[config.mk]
export PLATFORM = sky130hd
export DESIGN_NAME = instr_decode_queue_flat
export DESIGN_NICKNAME = d
export VERILOG_FILES = /design/src/rtl/instr_decode_queue_if.sv /design/src/rtl/instr_decode_queue.sv /design/src/flat_wrapper.sv
export SDC_FILE = /design/constraint.sdc
export NUM_CORES = 1
export LEC_CHECK = 0
export CAP_MARGIN = 20
export CORE_MARGIN = 1.5
export CORE_UTILIZATION = 60
export DETAILED_ROUTE_END_ITERATION = 12
export HOLD_SLACK_MARGIN = 0.15
export PLACE_DENSITY = 0.94
export SLEW_MARGIN = 5
export SYNTH_ARGS = -nofsm -noshare
export SYNTH_HDL_FRONTEND = slang
export SYNTH_SLANG_ARGS = --single-unit
[constraint.sdc]
create_clock -name i_clk -period 12.7 [get_ports i_clk]
set_input_delay 2.54 -clock i_clk [delete_from_list [all_inputs] [get_ports i_clk]]
set_output_delay 2.54 -clock i_clk [all_outputs]
set_load 0.05 [all_outputs]
[src/rtl/instr_decode_queue_if.sv]
// instr_decode_queue_if
//   Bundles the fetch-side and execute-side handshakes of instr_decode_queue.
//   slave  : view taken by the queue itself
//   master : view taken by the surrounding pipeline / testbench
// Signals
//   in_valid/in_ready/in_instr/in_pc  : raw instruction offered by fetch
//   out_valid/out_ready               : head-of-queue handshake to execute
//   out_op/out_fmt/out_rd/out_cond/out_rs1/out_rs2/out_funct3 : decoded fields
//   out_imm/out_pc/out_illegal        : immediate, PC and illegal flag of head
//   count                             : current occupancy
interface instr_decode_queue_if #(
    parameter int unsigned XLEN  = 32,
    parameter int unsigned DEPTH = 4
);
    localparam int unsigned CW = $clog2(DEPTH) + 1;

    logic            in_valid;
    logic            in_ready;
    logic [31:0]     in_instr;
    logic [XLEN-1:0] in_pc;

    logic            out_valid;
    logic            out_ready;
    logic [6:0]      out_op;
    logic [2:0]      out_fmt;
    logic [4:0]      out_rd;
    logic [4:0]      out_cond;
    logic [4:0]      out_rs1;
    logic [4:0]      out_rs2;
    logic [2:0]      out_funct3;
    logic [XLEN-1:0] out_imm;
    logic [XLEN-1:0] out_pc;
    logic            out_illegal;
    logic [CW-1:0]   count;

    modport slave (
        input  in_valid, in_instr, in_pc, out_ready,
        output in_ready, out_valid, out_op, out_fmt, out_rd, out_cond, out_rs1, out_rs2,
               out_funct3, out_imm, out_pc, out_illegal, count
    );

    modport master (
        output in_valid, in_instr, in_pc, out_ready,
        input  in_ready, out_valid, out_op, out_fmt, out_rd, out_cond, out_rs1, out_rs2,
               out_funct3, out_imm, out_pc, out_illegal, count
    );
endinterface

[src/rtl/instr_decode_queue.sv]
// instr_decode_queue
//   Decode-and-buffer stage between fetch and execute. Each raw word is decoded
//   as it is enqueued (format, raw register fields, sign-extended immediate,
//   illegal flag) and the decoded entry is stored in a DEPTH-entry FIFO that is
//   presented in order on the out_* handshake.
// Ports
//   i_clk    : clock, all state on rising edge
//   i_rst    : synchronous active-high reset (priority over flush)
//   i_flush  : synchronous discard of every queued entry
//   io_bus   : instr_decode_queue_if.slave (see interface header)
module instr_decode_queue #(
    parameter int unsigned XLEN  = 32,
    parameter int unsigned DEPTH = 4
) (
    input  logic                 i_clk,
    input  logic                 i_rst,
    input  logic                 i_flush,
    instr_decode_queue_if.slave  io_bus
);

    localparam int unsigned PW = $clog2(DEPTH);
    localparam int unsigned CW = PW + 1;

    localparam logic [2:0] FmtR    = 3'd0;
    localparam logic [2:0] FmtI    = 3'd1;
    localparam logic [2:0] FmtS    = 3'd2;
    localparam logic [2:0] FmtU    = 3'd3;
    localparam logic [2:0] FmtCi   = 3'd4;
    localparam logic [2:0] FmtCu   = 3'd5;
    localparam logic [2:0] FmtNone = 3'd6;
    localparam logic [2:0] FmtIll  = 3'd7;

    // Only instr[24:0] is needed after decode: opcode, rd, funct3, rs1, rs2.
    typedef struct packed {
        logic [24:0]     raw;
        logic [2:0]      fmt;
        logic            illegal;
        logic [XLEN-1:0] imm;
        logic [XLEN-1:0] pc;
    } entry_t;

    // ------------------------------------------------------------------
    // Decode of the incoming word
    // ------------------------------------------------------------------
    logic [31:0]     w_instr;
    logic [6:0]      w_opcode;
    logic [2:0]      w_funct3;
    logic [XLEN-1:0] w_imm_i;
    logic [XLEN-1:0] w_imm_s;
    logic [XLEN-1:0] w_imm_u;
    logic [XLEN-1:0] w_imm_cu;
    logic [2:0]      w_dec_fmt;
    logic [XLEN-1:0] w_dec_imm;
    logic            w_dec_illegal;
    entry_t          w_entry;

    assign w_instr  = io_bus.in_instr;
    assign w_opcode = w_instr[6:0];
    assign w_funct3 = w_instr[14:12];

    // Size casts of signed operands sign-extend to XLEN.
    assign w_imm_i  = XLEN'($signed(w_instr[31:20]));
    assign w_imm_s  = XLEN'($signed({w_instr[31:25], w_instr[11:7]}));
    assign w_imm_u  = XLEN'($signed({w_instr[31:12], 12'b0}));
    assign w_imm_cu = XLEN'($signed(w_instr[31:12])) << 1;

    always_comb begin
        w_dec_fmt     = FmtIll;
        w_dec_imm     = '0;
        w_dec_illegal = 1'b1;
        case (w_opcode)
            7'b0110011: begin
                w_dec_fmt     = FmtR;
                w_dec_illegal = 1'b0;
            end
            7'b0010011, 7'b1100111: begin
                w_dec_fmt     = FmtI;
                w_dec_imm     = w_imm_i;
                w_dec_illegal = 1'b0;
            end
            7'b0000011: begin
                // Load widths 011, 110 and 111 are not defined.
                if (!(w_funct3 == 3'b011 || w_funct3 == 3'b110 || w_funct3 == 3'b111)) begin
                    w_dec_fmt     = FmtI;
                    w_dec_imm     = w_imm_i;
                    w_dec_illegal = 1'b0;
                end
            end
            7'b0100011: begin
                if (w_funct3 <= 3'b010) begin
                    w_dec_fmt     = FmtS;
                    w_dec_imm     = w_imm_s;
                    w_dec_illegal = 1'b0;
                end
            end
            7'b0110111, 7'b0010111: begin
                w_dec_fmt     = FmtU;
                w_dec_imm     = w_imm_u;
                w_dec_illegal = 1'b0;
            end
            7'b1101111, 7'b1100011: begin
                w_dec_fmt     = FmtCu;
                w_dec_imm     = w_imm_cu;
                w_dec_illegal = 1'b0;
            end
            7'b1101011: begin
                w_dec_fmt     = FmtCi;
                w_dec_imm     = w_imm_i;
                w_dec_illegal = 1'b0;
            end
            7'b0000000: begin
                w_dec_fmt     = FmtNone;
                w_dec_illegal = 1'b0;
            end
            default: ;
        endcase
    end

    always_comb begin
        w_entry.raw     = w_instr[24:0];
        w_entry.fmt     = w_dec_fmt;
        w_entry.illegal = w_dec_illegal;
        w_entry.imm     = w_dec_imm;
        w_entry.pc      = io_bus.in_pc;
    end

    // ------------------------------------------------------------------
    // FIFO storage and control
    // ------------------------------------------------------------------
    entry_t        r_mem [DEPTH];
    logic [PW-1:0] r_wptr;
    logic [PW-1:0] r_rptr;
    logic [CW-1:0] r_count;

    logic          w_push;
    logic          w_pop;
    logic          w_nonempty;
    entry_t        w_head;

    assign w_nonempty       = (r_count != '0);
    assign io_bus.in_ready  = (r_count != CW'(DEPTH)) && !i_rst;
    assign io_bus.out_valid = w_nonempty;
    assign io_bus.count     = r_count;

    assign w_push = io_bus.in_valid && io_bus.in_ready;
    assign w_pop  = w_nonempty && io_bus.out_ready;

    always_ff @(posedge i_clk) begin
        if (i_rst || i_flush) begin
            // Any push or pop coinciding with a flush is dropped.
            r_wptr  <= '0;
            r_rptr  <= '0;
            r_count <= '0;
        end else begin
            if (w_push) begin
                r_wptr <= r_wptr + PW'(1);
            end
            if (w_pop) begin
                r_rptr <= r_rptr + PW'(1);
            end
            case ({w_push, w_pop})
                2'b10:   r_count <= r_count + CW'(1);
                2'b01:   r_count <= r_count - CW'(1);
                default: ;
            endcase
        end
    end

    // Storage needs no reset: the head is masked whenever the queue is empty.
    always_ff @(posedge i_clk) begin
        if (!i_rst && !i_flush && w_push) begin
            r_mem[r_wptr] <= w_entry;
        end
    end

    assign w_head = r_mem[r_rptr];

    // ------------------------------------------------------------------
    // Head presentation, forced to zero when nothing is queued
    // ------------------------------------------------------------------
    always_comb begin
        io_bus.out_op      = '0;
        io_bus.out_fmt     = '0;
        io_bus.out_rd      = '0;
        io_bus.out_cond    = '0;
        io_bus.out_rs1     = '0;
        io_bus.out_rs2     = '0;
        io_bus.out_funct3  = '0;
        io_bus.out_imm     = '0;
        io_bus.out_pc      = '0;
        io_bus.out_illegal = 1'b0;
        if (w_nonempty) begin
            io_bus.out_op      = w_head.raw[6:0];
            io_bus.out_fmt     = w_head.fmt;
            io_bus.out_rd      = w_head.raw[11:7];
            io_bus.out_cond    = w_head.raw[11:7];
            io_bus.out_funct3  = w_head.raw[14:12];
            io_bus.out_rs1     = w_head.raw[19:15];
            io_bus.out_rs2     = w_head.raw[24:20];
            io_bus.out_imm     = w_head.imm;
            io_bus.out_pc      = w_head.pc;
            io_bus.out_illegal = w_head.illegal;
        end
    end

endmodule
[src/flat_wrapper.sv]
// flat-port wrapper written by rule: the top's interface ports become plain ports
module instr_decode_queue_flat 
#(
    parameter int unsigned XLEN  = 32,
    parameter int unsigned DEPTH = 4
)
  (i_clk, i_rst, i_flush, io_bus_in_valid, io_bus_in_instr, io_bus_in_pc, io_bus_out_ready, io_bus_in_ready, io_bus_out_valid, io_bus_out_op, io_bus_out_fmt, io_bus_out_rd, io_bus_out_cond, io_bus_out_rs1, io_bus_out_rs2, io_bus_out_funct3, io_bus_out_imm, io_bus_out_pc, io_bus_out_illegal, io_bus_count);
  instr_decode_queue_if #(.XLEN(XLEN), .DEPTH(DEPTH)) io_bus_i ();
  input  logic i_clk;
  input  logic i_rst;
  input  logic i_flush;
  input wire logic [$bits(io_bus_i.in_valid)-1:0] io_bus_in_valid;
  input wire logic [$bits(io_bus_i.in_instr)-1:0] io_bus_in_instr;
  input wire logic [$bits(io_bus_i.in_pc)-1:0] io_bus_in_pc;
  input wire logic [$bits(io_bus_i.out_ready)-1:0] io_bus_out_ready;
  output wire logic [$bits(io_bus_i.in_ready)-1:0] io_bus_in_ready;
  output wire logic [$bits(io_bus_i.out_valid)-1:0] io_bus_out_valid;
  output wire logic [$bits(io_bus_i.out_op)-1:0] io_bus_out_op;
  output wire logic [$bits(io_bus_i.out_fmt)-1:0] io_bus_out_fmt;
  output wire logic [$bits(io_bus_i.out_rd)-1:0] io_bus_out_rd;
  output wire logic [$bits(io_bus_i.out_cond)-1:0] io_bus_out_cond;
  output wire logic [$bits(io_bus_i.out_rs1)-1:0] io_bus_out_rs1;
  output wire logic [$bits(io_bus_i.out_rs2)-1:0] io_bus_out_rs2;
  output wire logic [$bits(io_bus_i.out_funct3)-1:0] io_bus_out_funct3;
  output wire logic [$bits(io_bus_i.out_imm)-1:0] io_bus_out_imm;
  output wire logic [$bits(io_bus_i.out_pc)-1:0] io_bus_out_pc;
  output wire logic [$bits(io_bus_i.out_illegal)-1:0] io_bus_out_illegal;
  output wire logic [$bits(io_bus_i.count)-1:0] io_bus_count;
  assign io_bus_i.in_valid = io_bus_in_valid;
  assign io_bus_i.in_instr = io_bus_in_instr;
  assign io_bus_i.in_pc = io_bus_in_pc;
  assign io_bus_i.out_ready = io_bus_out_ready;
  assign io_bus_in_ready = io_bus_i.in_ready;
  assign io_bus_out_valid = io_bus_i.out_valid;
  assign io_bus_out_op = io_bus_i.out_op;
  assign io_bus_out_fmt = io_bus_i.out_fmt;
  assign io_bus_out_rd = io_bus_i.out_rd;
  assign io_bus_out_cond = io_bus_i.out_cond;
  assign io_bus_out_rs1 = io_bus_i.out_rs1;
  assign io_bus_out_rs2 = io_bus_i.out_rs2;
  assign io_bus_out_funct3 = io_bus_i.out_funct3;
  assign io_bus_out_imm = io_bus_i.out_imm;
  assign io_bus_out_pc = io_bus_i.out_pc;
  assign io_bus_out_illegal = io_bus_i.out_illegal;
  assign io_bus_count = io_bus_i.count;
  instr_decode_queue #(.XLEN(XLEN), .DEPTH(DEPTH)) u_core (.i_clk(i_clk), .i_rst(i_rst), .i_flush(i_flush), .io_bus(io_bus_i));
endmodule
# Word-level counts from Yosys, hierarchy flattened
# Memories as Yosys holds them, arrays and structs flattened. A register that Yosys moved wholly into a read port is not among the register bits.
# Index checks and enable logic that the tools add are counted.
# word_totals
out_inout_bits	103
inputBits	69
n_memories	1
register_bits	7
ramBits	372
wordCells	66
# mem_list
memory	depth	word_bits	rd	rd_clocked_by_memory_dff	wr	line	rtl
u_core.r_mem	4	93	1	1	1	instr_decode_queue.sv:130	entry_t r_mem [DEPTH];
# classes
reduce_logical	18
add_sub_neg	4
n_eq_ne	16
n_mux	23
order_cmp	1
# ops
operator	n
$pmux 32 s5	1
$mux 32	4
$eq 7x7->1 const B	4
$pmux 3 s8	1
$eq 7x6->1 const B	3
$mux 5	3
$eq 7x5->1 const B	2
$mux 3	4
$reduce_or 9->1	1
$eq 7x2->1 const B	1
$logic_not 7->1	1
$mux 7	1
$eq 3x3->1 const B	2
$pmux 3 s2	1
$reduce_or 2->1	3
$logic_and 1x1->1	5
$mux 1	5
$add 2x1->2 const B	2
$mux 2	2
$add 3x1->3 const B	1
$eq 3x2->1 const B	1
$le 3x2->1 const B	1
$logic_or 1x1->1	3
$ne 3x3->1 const B	1
other kinds (8)	9

# Logic depth before layout (Yosys ltp)
# Gate-level depths: netlist of the first run.
# depth
depth_word	6
mapped_depth	9
depth_no_buf	9

# Worst setup path after synthesis of the first run
# Ideal clock, no wire load.
# synth_path
kind	input to output
from	input port i_rst
to	output port io_bus_in_ready
path_buffers	0
required_ns	10.160
arrival_time_ns	3.300
path_slack_ns	6.860
path_stages	1
cell_sequence	a21oi_1
# synth_between
elab_chain_cells	2
# synth_rtl
element	line	rtl
start, declared	flat_wrapper.sv:10	input logic i_rst;
$logic_not 1->1	instr_decode_queue.sv:141	assign io_bus.in_ready = (r_count != CW'(DEPTH)) && !i_rst;
$logic_and 1x1->1	instr_decode_queue.sv:141	
end, declared	flat_wrapper.sv:16	output wire logic [$bits(io_bus_i.in_ready)-1:0] io_bus_in_ready;
# No other way between the ends.

# Worst setup path after layout of the first run
# Same ends and word-level chain as after synthesis.

==> impl_metrics.tcl, run 1 <==
set metrics [dict create \
    status "completed" \
    synth_cells 728 \
    ff2ff_setup_slack_ns 9.55 \
    cts_resized 0 \
    die_h_um 162 \
    end_kind "primary output" \
    yosys-top-cells-area "edfxtp_1, mux4_2, and2_1" \
    cts.sinks 381 \
    maxSlewViolCount 0 \
    critical_path_peak_fanout 3 \
    critPathMaxStageDelay_ns 0.82 \
    routabilityCongestion 0.816 \
    reg2reg_depth 6 \
    synth-seq-cells 381 \
    cp_cell_sequence "clkdlybuf4s50_1, a21oi_1, clkdlybuf4s50_1" \
    grt_usage 0.239 \
    drt-total-wl_mm 30.5 \
    r2r_start "u_core.io_bus.count[0]" \
    cp.depth 3 \
    grt_pass1_vias 8086 \
    reg2reg_to "u_core.r_mem[2][75]" \
    die_w_um 162 \
    coreArea_sq_mm 0.0245 \
    critPathTopFamily "buffers and inverters" \
    drive_gt1_frac 0.186 \
    cts_tree "built" \
    total_leakage_power_nw 5.67 \
    max_slew_margin 0.357 \
    cts_buffer_depth 3 \
    drt-wirelength-per-cell_um 24.2 \
    grt_pass1_wl_mm 46.5 \
    crit_buf_inv 2 \
    clockRootBuffer "clkbuf_16" \
    ys_warn_count 0 \
    drc 0 \
    cp_slowest_cell "clkdlybuf4s50_1" \
    overflow 0 \
    syn_nets 803 \
    netlist.area_leader.share 0.737 \
    antenna_found_initial 0 \
    min_path_type "reg2reg" \
    place_area_sq_mm 0.0171 \
    crit_path_end "io_bus_in_ready" \
    firstDrtPassIters 5 \
    ctsHoldBuffers 0 \
    ir_drop_mv 0.155 \
    syn_area_per_cell_sq_um 20.8 \
    syn2layout_area_growth_pct 21.2 \
    pin_count 172 \
    finalSetupViolations 0 \
    post-route-min-period_ns 6.48 \
    final-hold-violation-count 0 \
    insertion_delay_ns 0.52 \
    drt-initial-drc-count 639 \
    skew_ns 0.0178 \
    arrival_ns 3.94 \
    crit_type "in2out" \
    tightest_slew_ns 0.964 \
    synth_top_area_cell "edfxtp_1" \
    dieArea_sq_mm 0.0262 \
    max_freq_mhz 154 \
    cts_htree_levels 2 \
    synth_edf_count 372 \
    tns_ns 0 \
    syn_area_sq_mm 0.0152 \
    p_per_area_mw_per_mm2 145 \
    postCtsSetupBuffers 0 \
    design_area_sq_mm 0.0184 \
    start_kind "input port" \
    via_per_inst 6.10 \
    maxCapViolations 0 \
    synthFlopType "edfxtp_1" \
    yosysSeqAreaShare 0.749 \
    port-buffer-count 171 \
    fin_crit_sh 0.510 \
    rsz0062_at_grt "false" \
    path_clk_slew_ns 0.06 \
    place_hpwl_mm 18.1 \
    final_nets 982 \
    initial_core_util 0.618 \
    critPathRequiredTime_ns 10.16 \
    crit_start "i_rst" \
    ys_async_sr_fraction 0 \
    synth.distinct_cells 45 \
    drt.antenna.violating_nets 0 \
    route.vias.total 7682 \
    fp-row-count 57 \
    crit_top_cell "clkdlybuf4s50_1" \
    grt_max_degree 97 \
    cts_buffers 39 \
]
layout make-up:
cell class | instances | area, sq um
clock buffer | 50 | 1060
fill | 1366 | 6160
inverter | 10 | 37.5
sequential | 381 | 11400
clock inverter | 19 | 180
antenna | 1 | 2.50
tap | 324 | 405
multi-input combinational | 296 | 3560
timing repair buffer | 179 | 1770
cell usage after synthesis (2+ instances only):
| cell type | instances |
|---|---|
| and2_1 | 100 |
| ha_1 | 5 |
| xnor2_1 | 2 |
| buf_1 | 7 |
| xor2_1 | 4 |
| buf_2 | 6 |
| dfxtp_1 | 9 |
| a21o_1 | 12 |
| nand4_4 | 2 |
| a21oi_1 | 4 |
| and3_1 | 5 |
| nand3_1 | 5 |
| buf_4 | 14 |
| a211oi_1 | 2 |
| o211ai_1 | 2 |
| a221o_1 | 12 |
| edfxtp_1 | 372 |
| inv_1 | 10 |
| nand2_1 | 8 |
| nor2_1 | 9 |
| or3_1 | 2 |
| a22o_1 | 6 |
| clkbuf_1 | 13 |
| o21ai_0 | 2 |
| o21ai_1 | 2 |
| mux4_2 | 93 |
| a32o_1 | 2 |
stage by stage:
step / power [mW] / hold WS, ns / cells / utilization / setup slack [ns]
2_1_floorplan: 1.52 / 0.469 / 728 / - / 6.86
3_3_place_gp: 1.59 / 0.484 / 1190 / 0.698 / 6.25
3_5_place_dp: 1.60 / 0.489 / 1190 / 0.698 / 6.22
4_1_cts: 2.68 / 0.497 / 1259 / 0.749 / 6.22
5_1_grt: 2.74 / 0.529 / 1259 / 0.749 / 6.16
6_report: 2.67 / 0.494 / 1260 / 0.749 / 6.22
placed cells by master, fill, tap and decap left out, types with 5 or more instances in the layout:
master,n
edfxtp_1,372
clkdlybuf4s50_1,171
and2_1,96
mux4_2,93
clkbuf_16,41
a21o_1,12
a221o_1,12
inv_1,10
nor2_1,9
clkbuf_1,9
nand2_1,8
buf_4,8
dfxtp_1,7
a22o_1,6
clkinv_2,6
and3_1,5
nand3_1,5
ha_1,5
clkinv_1,5
state kept, by name, indices dropped and copies added, names as in the netlist, named ones only:
signal,cells
u_core.r_rptr,2
u_core.r_mem,372
u_core.r_wptr,2
u_core.io_bus.count,3
per-layer routing:
layer	global-route usage	up-vias	part of all wire
li1	-	3320	-
met1	0.323	3925	0.38
met2	0.404	390	0.51
met3	0.0462	47	0.083
met4	0.0667	0	0.021
met5	0	-	0
power breakdown:
part	leakage [nW]	total, mW	internal (mW)	switching [mW]
Combinational	1.81	0.176	0.0675	0.108
Clock	0.603	1.10	0.652	0.443
Sequential	3.26	1.39	1.39	0.00472
cell families after synthesis:
group	after synthesis	share of synthesized area
flops	381	0.749
simple gates	142	0.0599
mux	93	0.138
buf+inv	51	0.0171
compound gates	49	0.0270
xor+xnor	6	0.00347
fa+ha+maj	6	0.00545
worst min-delay path: cells and delay by family, from the launching register on:
kind             cells  cell delay (ns)
AND/OR/NAND/NOR      1             0.06
AO/OA/AOI/OAI        1             0.05
flip-flops           1             0.33
how the worst min path moves through the flow:
stage	start	depth (start not counted)	end
2_1_floorplan	u_core.r_wptr[1]	2	u_core.r_wptr[1]
3_3_place_gp	u_core.r_wptr[1]	2	u_core.r_wptr[1]
3_5_place_dp	u_core.r_wptr[1]	2	u_core.r_wptr[1]
4_1_cts	u_core.r_wptr[1]	2	u_core.r_wptr[1]
5_1_grt	u_core.r_wptr[1]	2	u_core.r_wptr[1]
6_report	u_core.r_wptr[1]	2	u_core.r_wptr[1]
Note: power is estimated with default switching activity, not from simulation.
==> inputs of run 2 (changes only) <==
Settings changed: CORE_UTILIZATION 60 to 51, PLACE_DENSITY 0.94 to 0.86.
Clock period 12.7 ns to 5.9 ns, I/O delays scaled along.
==> impl_metrics.tcl, run 2 (same netlist as run 1, synthesis figures left out) <==
set metrics [dict create \
    firstDrtPassIters 6 \
    final_cell_mix "edfxtp_1, clkdlybuf4s50_1, and2_1" \
    place_area_sq_mm 0.0173 \
    critical_path_peak_fanout 45 \
    via_per_inst 5.79 \
    regMostFlops "u_core.r_mem" \
    cts_buffers 39 \
    total_leakage_power_nw 5.68 \
    p_per_area_mw_per_mm2 309 \
    clockRootBuffer "clkbuf_16" \
    hold_ws_ns 0.543 \
    wl_met1_mm 12.0 \
    max_slew_margin 0.369 \
    cp_slowest_cell "dfxtp_4" \
    cts_htree_levels 2 \
    maxSlewViolCount 0 \
    cts_buffer_depth 3 \
    critPathRequiredTime_ns 4.72 \
    fp-row-count 62 \
    met3_length_mm 2.46 \
    routed.top_layer "met4" \
    insertion_delay_ns 0.52 \
    drt-initial-drc-count 694 \
    crit_type "reg2out" \
    grt_max_degree 94 \
    drt-wirelength-per-cell_um 23.4 \
    tightest_slew_ns 0.946 \
    routabilityCongestion 0.739 \
    tns_ns 0 \
    cts_tree "built" \
    coreArea_sq_mm 0.0290 \
    syn2layout_area_growth_pct 22.1 \
    rsz0062_at_grt "false" \
    final_common_cell "edfxtp_1" \
    finalSetupViolations 0 \
    ctsHoldBuffers 0 \
    cts_resized 0 \
    path_clk_slew_ns 0.06 \
    final_util 0.638 \
    initial_core_util 0.522 \
    start_kind "register" \
    crit_buf_inv 2 \
    final_nets 984 \
    antenna_found_initial 0 \
    largest_reg_flops 372 \
    dieArea_sq_mm 0.0308 \
    status "completed" \
    skew_ns 0.0142 \
    drive_gt1_frac 0.182 \
    critPathTopFamily "buffers and inverters" \
    place_hpwl_mm 18.4 \
    drt.antenna.violating_nets 0 \
    grt_pass1_wl_mm 47.4 \
    fin_crit_sh 0.777 \
    overflow 0 \
    arrival_ns 3.40 \
    pin_count 172 \
    max_freq_mhz 218 \
    grt_usage 0.206 \
    cp_cell_sequence "buf_4, mux4_2, and2_1, clkdlybuf4s50_1" \
    critPathMaxStageDelay_ns 0.97 \
    port-buffer-count 171 \
    die_h_um 175 \
    end_kind "primary output" \
    min_path_type "reg2reg" \
    final-hold-violation-count 0 \
    route.vias.total 7649 \
    drc 0 \
    cts.sinks 381 \
    grt_pass1_vias 8060 \
    drt-total-wl_mm 30.9 \
    die_w_um 175 \
    maxCapViolations 0 \
    post-route-min-period_ns 4.58 \
    wl_met2_mm 15.8 \
    ir_drop_mv 0.255 \
    design_area_sq_mm 0.0185 \
    postCtsSetupBuffers 0 \
]
==> run 2: cell types whose count changed in the layout (fill, tap and decap cells not counted) <==
| cell | previous run | this run |
|---|---|---|
| clkinv_1 | 5 | 9 |
| inv_8 | 0 | 1 |
| clkinv_4 | 2 | 0 |
| buf_12 | 0 | 5 |
| clkinvlp_4 | 2 | 0 |
| clkbuf_1 | 9 | 10 |
| clkinv_2 | 6 | 4 |
| inv_6 | 1 | 0 |
| buf_4 | 8 | 5 |
==> run 2: tightest hold or removal path, stage by stage (launching register included) <==
cell and delay (ns):
dfxtp_1 0.34, xnor2_1 0.09, nor2_1 0.08
==> run 2: routing by layer <==
metal  global-route usage  vias to the layer above
met5                    0                        -
met4               0.0509                        0
met3               0.0522                       55
met2                0.357                      308
met1                0.261                     3954
li1                     -                     3332
==> run 2: layout make-up <==
type / count / area (sq um)
timing repair buffer: 181 / 1850
tap: 384 / 480
sequential: 381 / 11400
clock buffer: 51 / 1060
multi-input combinational: 296 / 3560
fill: 1944 / 10500
clock inverter: 17 / 155
inverter: 10 / 37.5
antenna: 1 / 2.50
==> run 2: metrics by stage <==
| stage | power (mW) | setup WS, ns | std cells |
|---|---|---|---|
| finish | 5.73 | 1.32 | 1321 |
| global route | 5.90 | 1.08 | 1320 |
| CTS | 5.77 | 1.20 | 1320 |
| detailed placement | 3.44 | 1.76 | 1252 |
| global placement | 3.43 | 1.80 | 1252 |
| floorplan | 3.27 | 1.43 | 728 |
==> run 2: final timing paths <==
kind	startpoint	end	slack, ns	cells after the start
max reg2reg	u_core.io_bus.count[0]	u_core.r_mem[3][46]	2.93	6
min	u_core.r_rptr[0]	u_core.r_rptr[0]	0.54	2
max	register	io_bus_out_rd[2]	1.32	4
min reg2reg	u_core.r_rptr[0]	u_core.r_rptr[0]	0.54	2
==> run 2: power by group <==
group	leakage, nW	switching (mW)	internal [mW]	total, mW
clock	0.595	0.948	1.40	2.35
sequential	3.26	0.0110	2.99	3.00
combinational	1.83	0.231	0.147	0.378
